--- src/rtl/dsi_lanes_controller_mp.sv ---
// DSI lane controller, parametrised lane count.
// Sequences the LP buffer enables and clock-lane start/stop for up to LANES
// data lanes, and stripes host words across the active lanes one byte per
// lane. Partial last words, data underflow, lane skew and clock-lane
// start/stop timeouts are handled here.
module dsi_lanes_controller_mp #(
  parameter int LANES       = 4,
  parameter int CLK_TIMEOUT = 1024,
  parameter int LW          = (LANES > 1) ? $clog2(LANES) : 1
) (
  input  logic               clk_sys,
  input  logic               rst,
  input  logic [LW-1:0]      reg_lanes_number,
  input  logic               lines_enable,
  input  logic               clock_enable,
  input  logic [LANES*8-1:0] iface_write_data,
  input  logic [LANES-1:0]   iface_write_strb,
  input  logic               iface_write_rqst,
  input  logic               iface_last_word,
  output logic               iface_data_rqst,
  output logic [LANES-1:0]   lane_start_rqst,
  output logic [LANES-1:0]   lane_fin_rqst,
  output logic [LANES*8-1:0] lane_data,
  input  logic [LANES-1:0]   lane_data_rqst,
  input  logic [LANES-1:0]   lane_active,
  output logic [LANES-1:0]   lane_lines_enable,
  output logic               clk_start_rqst,
  output logic               clk_fin_rqst,
  input  logic               clk_active,
  output logic               lines_ready,
  output logic               clock_ready,
  output logic               tx_active,
  output logic               data_underflow_error,
  output logic               clk_timeout_error
);

  localparam int CW = $clog2(CLK_TIMEOUT + 1);
  // Counter value seen in the CLK_TIMEOUT-th cycle spent in a WAIT state.
  localparam logic [CW-1:0] TO_LAST = CW'(CLK_TIMEOUT - 1);

  typedef enum logic [2:0] {
    P_IDLE         = 3'd0,
    P_EN_BUF       = 3'd1,
    P_WAIT_CLK_ON  = 3'd2,
    P_ACTIVE       = 3'd3,
    P_WAIT_CLK_OFF = 3'd4,
    P_DIS_BUF      = 3'd5
  } pwr_state_t;

  typedef enum logic [1:0] {
    T_IDLE = 2'd0,
    T_RUN  = 2'd1,
    T_LAST = 2'd2,
    T_FIN  = 2'd3
  } tx_state_t;

  // Lowest (n+1) lanes set; n saturates at LANES-1.
  function automatic logic [LANES-1:0] lane_mask(input logic [LW-1:0] num);
    logic [LANES-1:0] m;
    int               n;
    m = {LANES{1'b0}};
    n = (int'(num) >= LANES) ? (LANES - 1) : int'(num);
    for (int i = 0; i < LANES; i++) begin
      m[i] = (i <= n);
    end
    return m;
  endfunction

  pwr_state_t         pwr_state_r, pwr_next_s;
  tx_state_t          tx_state_r, tx_next_s;
  logic [CW-1:0]      to_cnt_r;
  logic               to_expired_s;
  logic               timeout_set_s;
  logic [LANES-1:0]   mask_r;
  logic [LANES-1:0]   lines_en_r;
  logic               clk_err_r;
  logic               uf_err_r;
  logic               lines_ready_s;
  logic               accept_s;
  logic               load_s;
  logic               underflow_s;
  logic               skew_s;
  logic [LANES*8-1:0] byte_mask_s;
  logic [LANES*8-1:0] data_r;
  logic [LANES-1:0]   strb_r;
  logic               last_r;
  logic [LANES-1:0]   start_r;
  logic [LANES-1:0]   fin_r;
  logic               pop_r;
  logic               tx_active_r;

  assign lines_ready_s = (pwr_state_r == P_ACTIVE);
  assign to_expired_s  = (to_cnt_r == TO_LAST);

  // Power FSM next state; shutdown waits for any burst to finish.
  always_comb begin
    pwr_next_s    = pwr_state_r;
    timeout_set_s = 1'b0;
    case (pwr_state_r)
      P_IDLE: begin
        if (lines_enable) pwr_next_s = P_EN_BUF;
        else              pwr_next_s = P_IDLE;
      end
      P_EN_BUF: begin
        if (clock_enable) pwr_next_s = P_WAIT_CLK_ON;
        else              pwr_next_s = P_EN_BUF;
      end
      P_WAIT_CLK_ON: begin
        if (clk_active) begin
          pwr_next_s = P_ACTIVE;
        end else if (to_expired_s) begin
          pwr_next_s    = P_WAIT_CLK_OFF;
          timeout_set_s = 1'b1;
        end else begin
          pwr_next_s = P_WAIT_CLK_ON;
        end
      end
      P_ACTIVE: begin
        // A burst starting this very cycle also holds the clock on.
        if (!clock_enable && !tx_active_r && !accept_s) pwr_next_s = P_WAIT_CLK_OFF;
        else                                             pwr_next_s = P_ACTIVE;
      end
      P_WAIT_CLK_OFF: begin
        if (!clk_active) begin
          pwr_next_s = P_DIS_BUF;
        end else if (clock_enable) begin
          pwr_next_s = P_WAIT_CLK_ON;
        end else if (to_expired_s) begin
          pwr_next_s    = P_DIS_BUF;
          timeout_set_s = 1'b1;
        end else begin
          pwr_next_s = P_WAIT_CLK_OFF;
        end
      end
      P_DIS_BUF: begin
        if (!lines_enable) pwr_next_s = P_IDLE;
        else               pwr_next_s = P_DIS_BUF;
      end
      default: pwr_next_s = P_IDLE;
    endcase
  end

  // Power FSM state register.
  always_ff @(posedge clk_sys or posedge rst) begin
    if (rst) pwr_state_r <= P_IDLE;
    else     pwr_state_r <= pwr_next_s;
  end

  // Timeout counter: zero on entry to a WAIT state, counts while waiting.
  always_ff @(posedge clk_sys or posedge rst) begin
    if (rst) begin
      to_cnt_r <= {CW{1'b0}};
    end else if (((pwr_next_s == P_WAIT_CLK_ON) || (pwr_next_s == P_WAIT_CLK_OFF)) &&
                 (pwr_next_s != pwr_state_r)) begin
      to_cnt_r <= {CW{1'b0}};
    end else if ((pwr_state_r == P_WAIT_CLK_ON) || (pwr_state_r == P_WAIT_CLK_OFF)) begin
      to_cnt_r <= to_cnt_r + {{(CW-1){1'b0}}, 1'b1};
    end else begin
      to_cnt_r <= {CW{1'b0}};
    end
  end

  // Lane mask latched on entering EN_BUF; buffers dropped on entering DIS_BUF.
  always_ff @(posedge clk_sys or posedge rst) begin
    if (rst) begin
      mask_r     <= {LANES{1'b0}};
      lines_en_r <= {LANES{1'b0}};
    end else if ((pwr_state_r == P_IDLE) && (pwr_next_s == P_EN_BUF)) begin
      mask_r     <= lane_mask(reg_lanes_number);
      lines_en_r <= lane_mask(reg_lanes_number);
    end else if (pwr_next_s == P_DIS_BUF) begin
      lines_en_r <= {LANES{1'b0}};
    end else begin
      lines_en_r <= lines_en_r;
    end
  end

  // Sticky clock timeout flag, cleared only while idle.
  always_ff @(posedge clk_sys or posedge rst) begin
    if (rst)                          clk_err_r <= 1'b0;
    else if (pwr_state_r == P_IDLE)   clk_err_r <= 1'b0;
    else if (timeout_set_s)           clk_err_r <= 1'b1;
    else                              clk_err_r <= clk_err_r;
  end

  // Byte-enable for the masked lanes so unmasked lanes always carry zero.
  always_comb begin
    byte_mask_s = {(LANES*8){1'b0}};
    for (int i = 0; i < LANES; i++) begin
      byte_mask_s[i*8 +: 8] = {8{mask_r[i]}};
    end
  end

  // TX FSM next state; lane 0 paces the burst.
  always_comb begin
    tx_next_s   = tx_state_r;
    accept_s    = 1'b0;
    load_s      = 1'b0;
    underflow_s = 1'b0;
    skew_s      = (tx_state_r == T_RUN) &&
                  (((lane_data_rqst ^ {LANES{lane_data_rqst[0]}}) & mask_r) != {LANES{1'b0}});
    case (tx_state_r)
      T_IDLE: begin
        if (lines_ready_s && iface_write_rqst) begin
          accept_s  = 1'b1;
          tx_next_s = T_RUN;
        end else begin
          tx_next_s = T_IDLE;
        end
      end
      T_RUN: begin
        if (lane_data_rqst[0]) begin
          if (last_r) begin
            tx_next_s = T_LAST;
          end else if (iface_write_rqst) begin
            load_s    = 1'b1;
            tx_next_s = T_RUN;
          end else begin
            underflow_s = 1'b1;
            tx_next_s   = T_FIN;
          end
        end else begin
          tx_next_s = T_RUN;
        end
      end
      T_LAST: begin
        if (lane_data_rqst[0]) tx_next_s = T_FIN;
        else                   tx_next_s = T_LAST;
      end
      T_FIN: begin
        if ((lane_active & mask_r) == {LANES{1'b0}}) tx_next_s = T_IDLE;
        else                                         tx_next_s = T_FIN;
      end
      default: tx_next_s = T_IDLE;
    endcase
  end

  // TX FSM state and burst-activity register.
  always_ff @(posedge clk_sys or posedge rst) begin
    if (rst) begin
      tx_state_r  <= T_IDLE;
      tx_active_r <= 1'b0;
    end else begin
      tx_state_r  <= tx_next_s;
      tx_active_r <= (tx_next_s != T_IDLE);
    end
  end

  // Word holding register plus one-cycle start and pop pulses.
  always_ff @(posedge clk_sys or posedge rst) begin
    if (rst) begin
      data_r  <= {(LANES*8){1'b0}};
      strb_r  <= {LANES{1'b0}};
      last_r  <= 1'b0;
      start_r <= {LANES{1'b0}};
      pop_r   <= 1'b0;
    end else begin
      start_r <= accept_s ? mask_r : {LANES{1'b0}};
      pop_r   <= accept_s | load_s;
      if (accept_s | load_s) begin
        data_r <= iface_write_data & byte_mask_s;
        strb_r <= iface_write_strb & mask_r;
        last_r <= iface_last_word;
      end else begin
        data_r <= data_r;
        strb_r <= strb_r;
        last_r <= last_r;
      end
    end
  end

  // Finish requests: partial lanes first, then all lanes until they go quiet;
  // cleared one cycle after the FSM is back in T_IDLE.
  always_ff @(posedge clk_sys or posedge rst) begin
    if (rst) begin
      fin_r <= {LANES{1'b0}};
    end else if (tx_state_r == T_IDLE) begin
      fin_r <= {LANES{1'b0}};
    end else if ((tx_state_r == T_RUN) && (tx_next_s == T_LAST)) begin
      fin_r <= mask_r & ~strb_r;
    end else if (tx_next_s == T_FIN) begin
      fin_r <= mask_r;
    end else begin
      fin_r <= fin_r;
    end
  end

  // Sticky underflow / lane-skew flag, cleared only while powered down.
  always_ff @(posedge clk_sys or posedge rst) begin
    if (rst)                         uf_err_r <= 1'b0;
    else if (pwr_state_r == P_IDLE)  uf_err_r <= 1'b0;
    else if (underflow_s || skew_s)  uf_err_r <= 1'b1;
    else                             uf_err_r <= uf_err_r;
  end

  assign iface_data_rqst      = pop_r;
  assign lane_start_rqst      = start_r;
  assign lane_fin_rqst        = fin_r;
  assign lane_data            = data_r;
  assign lane_lines_enable    = lines_en_r;
  assign clk_start_rqst       = (pwr_next_s == P_WAIT_CLK_ON);
  assign clk_fin_rqst         = (pwr_next_s == P_WAIT_CLK_OFF);
  assign lines_ready          = lines_ready_s;
  assign clock_ready          = clk_active;
  assign tx_active            = tx_active_r;
  assign data_underflow_error = uf_err_r;
  assign clk_timeout_error    = clk_err_r;

endmodule

--- config.mk ---
export PLATFORM = sky130hd
export DESIGN_NAME = dsi_lanes_controller_mp
export DESIGN_NICKNAME = d
export VERILOG_FILES = /design/src/rtl/dsi_lanes_controller_mp.sv
export SDC_FILE = /design/constraint.sdc
export NUM_CORES = 1
export LEC_CHECK = 0
export CELL_PAD_IN_SITES_DETAIL_PLACEMENT = 0
export CELL_PAD_IN_SITES_GLOBAL_PLACEMENT = 1
export CORE_MARGIN = 2
export CORE_UTILIZATION = 37
export DETAILED_ROUTE_END_ITERATION = 10
export MAX_ROUTING_LAYER = met4
export PLACE_DENSITY = 0.83
export SLEW_MARGIN = 20
export SYNTH_ARGS = -nofsm -noshare
export SYNTH_HDL_FRONTEND = slang
export SYNTH_SLANG_ARGS = --single-unit
--- constraint.sdc ---
create_clock -name clk_sys -period 6.5 [get_ports clk_sys]
set_clock_uncertainty 0.2 [all_clocks]
set_input_delay 0.975 -clock clk_sys [delete_from_list [all_inputs] [get_ports clk_sys]]
set_output_delay 0.975 -clock clk_sys [all_outputs]
set_load 0.005 [all_outputs]
==> results.md <==
- CTS max path bufs: 2
- Post-CTS sizing: 0
- Synth Register Bits: 73
- Maximum vdd drop: 0.244 mV
- Pre-CTS setup slack: 2.35 ns
- Register area share after synthesis: 56.9%
- Setup CP Type: in -> out
- Fin area: 4490 sq um
- Hold Fails Final Rpt: 0
- Placed cells: 536
- Final TNS setup: 0 ns
- Slowest cell on crit path: clkdlybuf4s50_1
- Hold_sp: to_cnt_r[0]
- Vias in the first global route: 2640
- Maximum capacitance violations: 0
- Via Count: 2705
- Post-Route Utilization: 54.1%
- Comb pwr share: 37.6%
- CTS Buf Count: 9
- Slew Limit Fails: 0
- Total Die Area: 9450 sq um
- Rows: 33
- Reg2reg start: pwr_state_r[0]
- Placement Cell Area: 4330 sq um
- Final worst slack: 2.31 ns
- Pin count of the biggest net entering global routing: 75
- Crit path top cell by count: clkdlybuf4s50_1
- Syn Std Cell Area: 3210 sq um
- Leak: 1.96 nW
- Vias per cell: 4.91
- Cells after Synth: 343
- Worst Setup Start Kind: input port
- Die H: 97.2 microns
- N_diodes: 0
- Outcome: finished, final reports clean
- Hold-fix buffers, CTS: 0
- Clock-pin slew on the worst setup and hold paths: 0.07 ns
- Port Buffer Count: 104
- Wire per inst: 14.2 microns
- Gpl congestion: 0.861
- CP Data Arrival Time: 3.01 ns
- Critical path capture point type: output pin
- Ports: 105
- Critical path origin: iface_write_rqst
- Syn nets: 397
- CTS sink count: 73
- Max_slew headroom: 39.4%
- DRC viols: 0
- Slew @ Worst Pin: 0.909 ns
- Sw Share: 34.7%
- F_max: 239 MHz
- Netlist cell types: 37
- Post-Route WL: 7840 microns
- Final ANT Viol Nets: 0
- FFs w/ async S/R, synth: 100%
- Worst path max stage delay: 0.52 ns
- First-pass GRT wire length: 12900 microns
- Synth-to-layout area growth: 39.7%
- Synth Flop Type: dfrtp_1
- Final Non-Filler Cells: 551
- Setup violators final: 0
- CP max FO: 4
- Register share of total power: 44.4%
- CP cell instances: clkdlybuf4s50_1, or3b_2, nand3_1, o211ai_1, nand2b_1, nor2b_1, clkdlybuf4s50_1
- Clock Latency Late Sink: 0.34 ns
- CTS tree: yes
- CTS root buffer: clkbuf_8
- CTS H-Tree Depth: 3
- Yosys warns: 0
- Final min period: 4.19 ns
- Sw Pwr: 572 uW
- Clock share of power: 18.0%
- Post CTS Setup Buffer Count: 0
- Avg Cell Area, Syn: 9.37 sq um
- Hold Crit Class: reg -> reg
- Fraction of layout cells with a size suffix above 1: 7.17%
- Drt initial violations: 153
- Internal cell power: 1.08 mW
- Fin nets: 496
- Starting density of the core: 38.7%
- Number of enable flip-flop cells after synthesis: 0
- Core footprint: 8300 sq um
- Drt first pass iters: 4
- Final HPWL DP: 5510 microns
- Die W: 97.2 microns
- Ratio of final minimum period to clock period: 64.4%
- Worst Path Required: 5.32 ns
- Initial antenna violation count: 0
- Unrepaired setup endpoints after global routing: no
- Power Dens Cells: 367 nW/um^2
- GRT Total Usage: 17.3%
- GR Overflow Total: 0
## sequential cells by signal, indices dropped and copies added, names as in the netlist
name / flops
lane_fin_rqst: 4
last_r: 1
lane_start_rqst: 4
strb_r: 4
data_underflow_error: 1
tx_active: 1
clk_timeout_error: 1
lane_lines_enable: 4
tx_state_r: 2
lane_data: 32
to_cnt_r: 11
mask_r: 4
pwr_state_r: 3
iface_data_rqst: 1
## Yosys cell counts, types with 2 or more instances
cell,instances,share of area (%)
o21ai_1,3,0.47
nand3b_1,3,0.70
a21oi_1,9,1.4
nand2_1,88,10
o211ai_1,3,0.70
nor2b_1,4,0.78
nand2b_1,5,0.97
nor3_1,2,0.31
mux2_2,6,2.1
a211o_1,3,0.82
o21ai_0,46,7.2
or2_2,2,0.39
xnor2_1,4,1.1
a22oi_1,3,0.70
nand3_1,8,1.2
dfrtp_1,73,57
nand4_1,2,0.39
inv_1,8,0.93
nor2_1,27,3.2
and2_1,5,0.97
clkbuf_1,16,1.9
xor2_1,8,2.2
## critical path, delay by kind of cell
family,cells,cell delay (ns)
buf+inv,2,1.03
simple gates,4,0.90
compound gates,1,0.12
## per-stage QoR
step / power [mW] / hold slack, ns
floorplan: 1.02 / 0.233
global placement: 1.35 / 0.246
detailed placement: 1.37 / 0.265
CTS: 1.67 / 0.275
global route: 1.77 / 0.284
finish: 1.65 / 0.263
## cell families after synthesis
group	after synthesis	share of synthesized area (%)
buffers and inverters	26	3.19
DFF	73	56.9
and+or+nand+nor	153	21.2
adders and majority gates	1	0.389
xor gates and xnor gates	12	3.27
muxes	6	2.10
AOI/OAI and AO/OA	72	13.0
## power by group through the flow
stage / clock network, mW / logic [mW] / registers, mW
after floorplan: 0 / 0.337 / 0.684
after global placement: 0 / 0.616 / 0.739
after detailed placement: 0 / 0.626 / 0.743
after CTS: 0.310 / 0.629 / 0.734
after global routing: 0.328 / 0.690 / 0.755
final: 0.297 / 0.620 / 0.732
## path summary, 6_finish.rpt
path | endpoint | slack [ns] | cells after the start
max | clk_start_rqst | 2.31 | 7
min | to_cnt_r[0] | 0.26 | 1
max reg2reg | lane_lines_enable[1] | 4.04 | 5
min reg2reg | to_cnt_r[0] | 0.26 | 1
max in group asynchronous | lane_data[17] | 4.48 | 3
min in group asynchronous | lane_lines_enable[3] | 1.03 | 3
## layout make-up
cell class                      count  area (sq um)
Clock buffer                        9           124
Multi-Input combinational cell    244          1280
Inverter                            8          30.0
Clock inverter                      6          36.3
Timing Repair Buffer              106          1060
Fill cell                         795          3810
Tap cell                          105           131
Sequential cell                    73          1830
## layer usage
metal	GRT usage, %	wire [microns]
met5	-	0
met4	7.37	176
met3	3.81	425
met2	26.5	3550
met1	22.4	3690
## placed cells by master, fill, tap and decap left out, drive strengths merged, types with 2 or more instances in the layout
| cell | synthesis | final |
|---|---|---|
| buf | 2 | 2 |
| a21oi | 9 | 9 |
| dfrtp | 73 | 73 |
| nand2b | 5 | 5 |
| clkdlybuf4s50 | 0 | 104 |
| nor2b | 4 | 4 |
| xor2 | 8 | 8 |
| clkinv | 0 | 5 |
| mux2 | 6 | 6 |
| nand3b | 3 | 3 |
| o21ai | 49 | 49 |
| inv | 8 | 8 |
| or2 | 2 | 2 |
| nand4 | 3 | 3 |
| and2 | 5 | 5 |
| o211ai | 3 | 3 |
| xnor2 | 4 | 4 |
| a22oi | 3 | 3 |
| a211o | 3 | 3 |
| nand2 | 88 | 88 |
| nand3 | 8 | 8 |
| nor3 | 2 | 2 |
| nor2 | 27 | 27 |
| clkbuf | 16 | 9 |
Note: power is estimated with default switching activity, not from simulation.
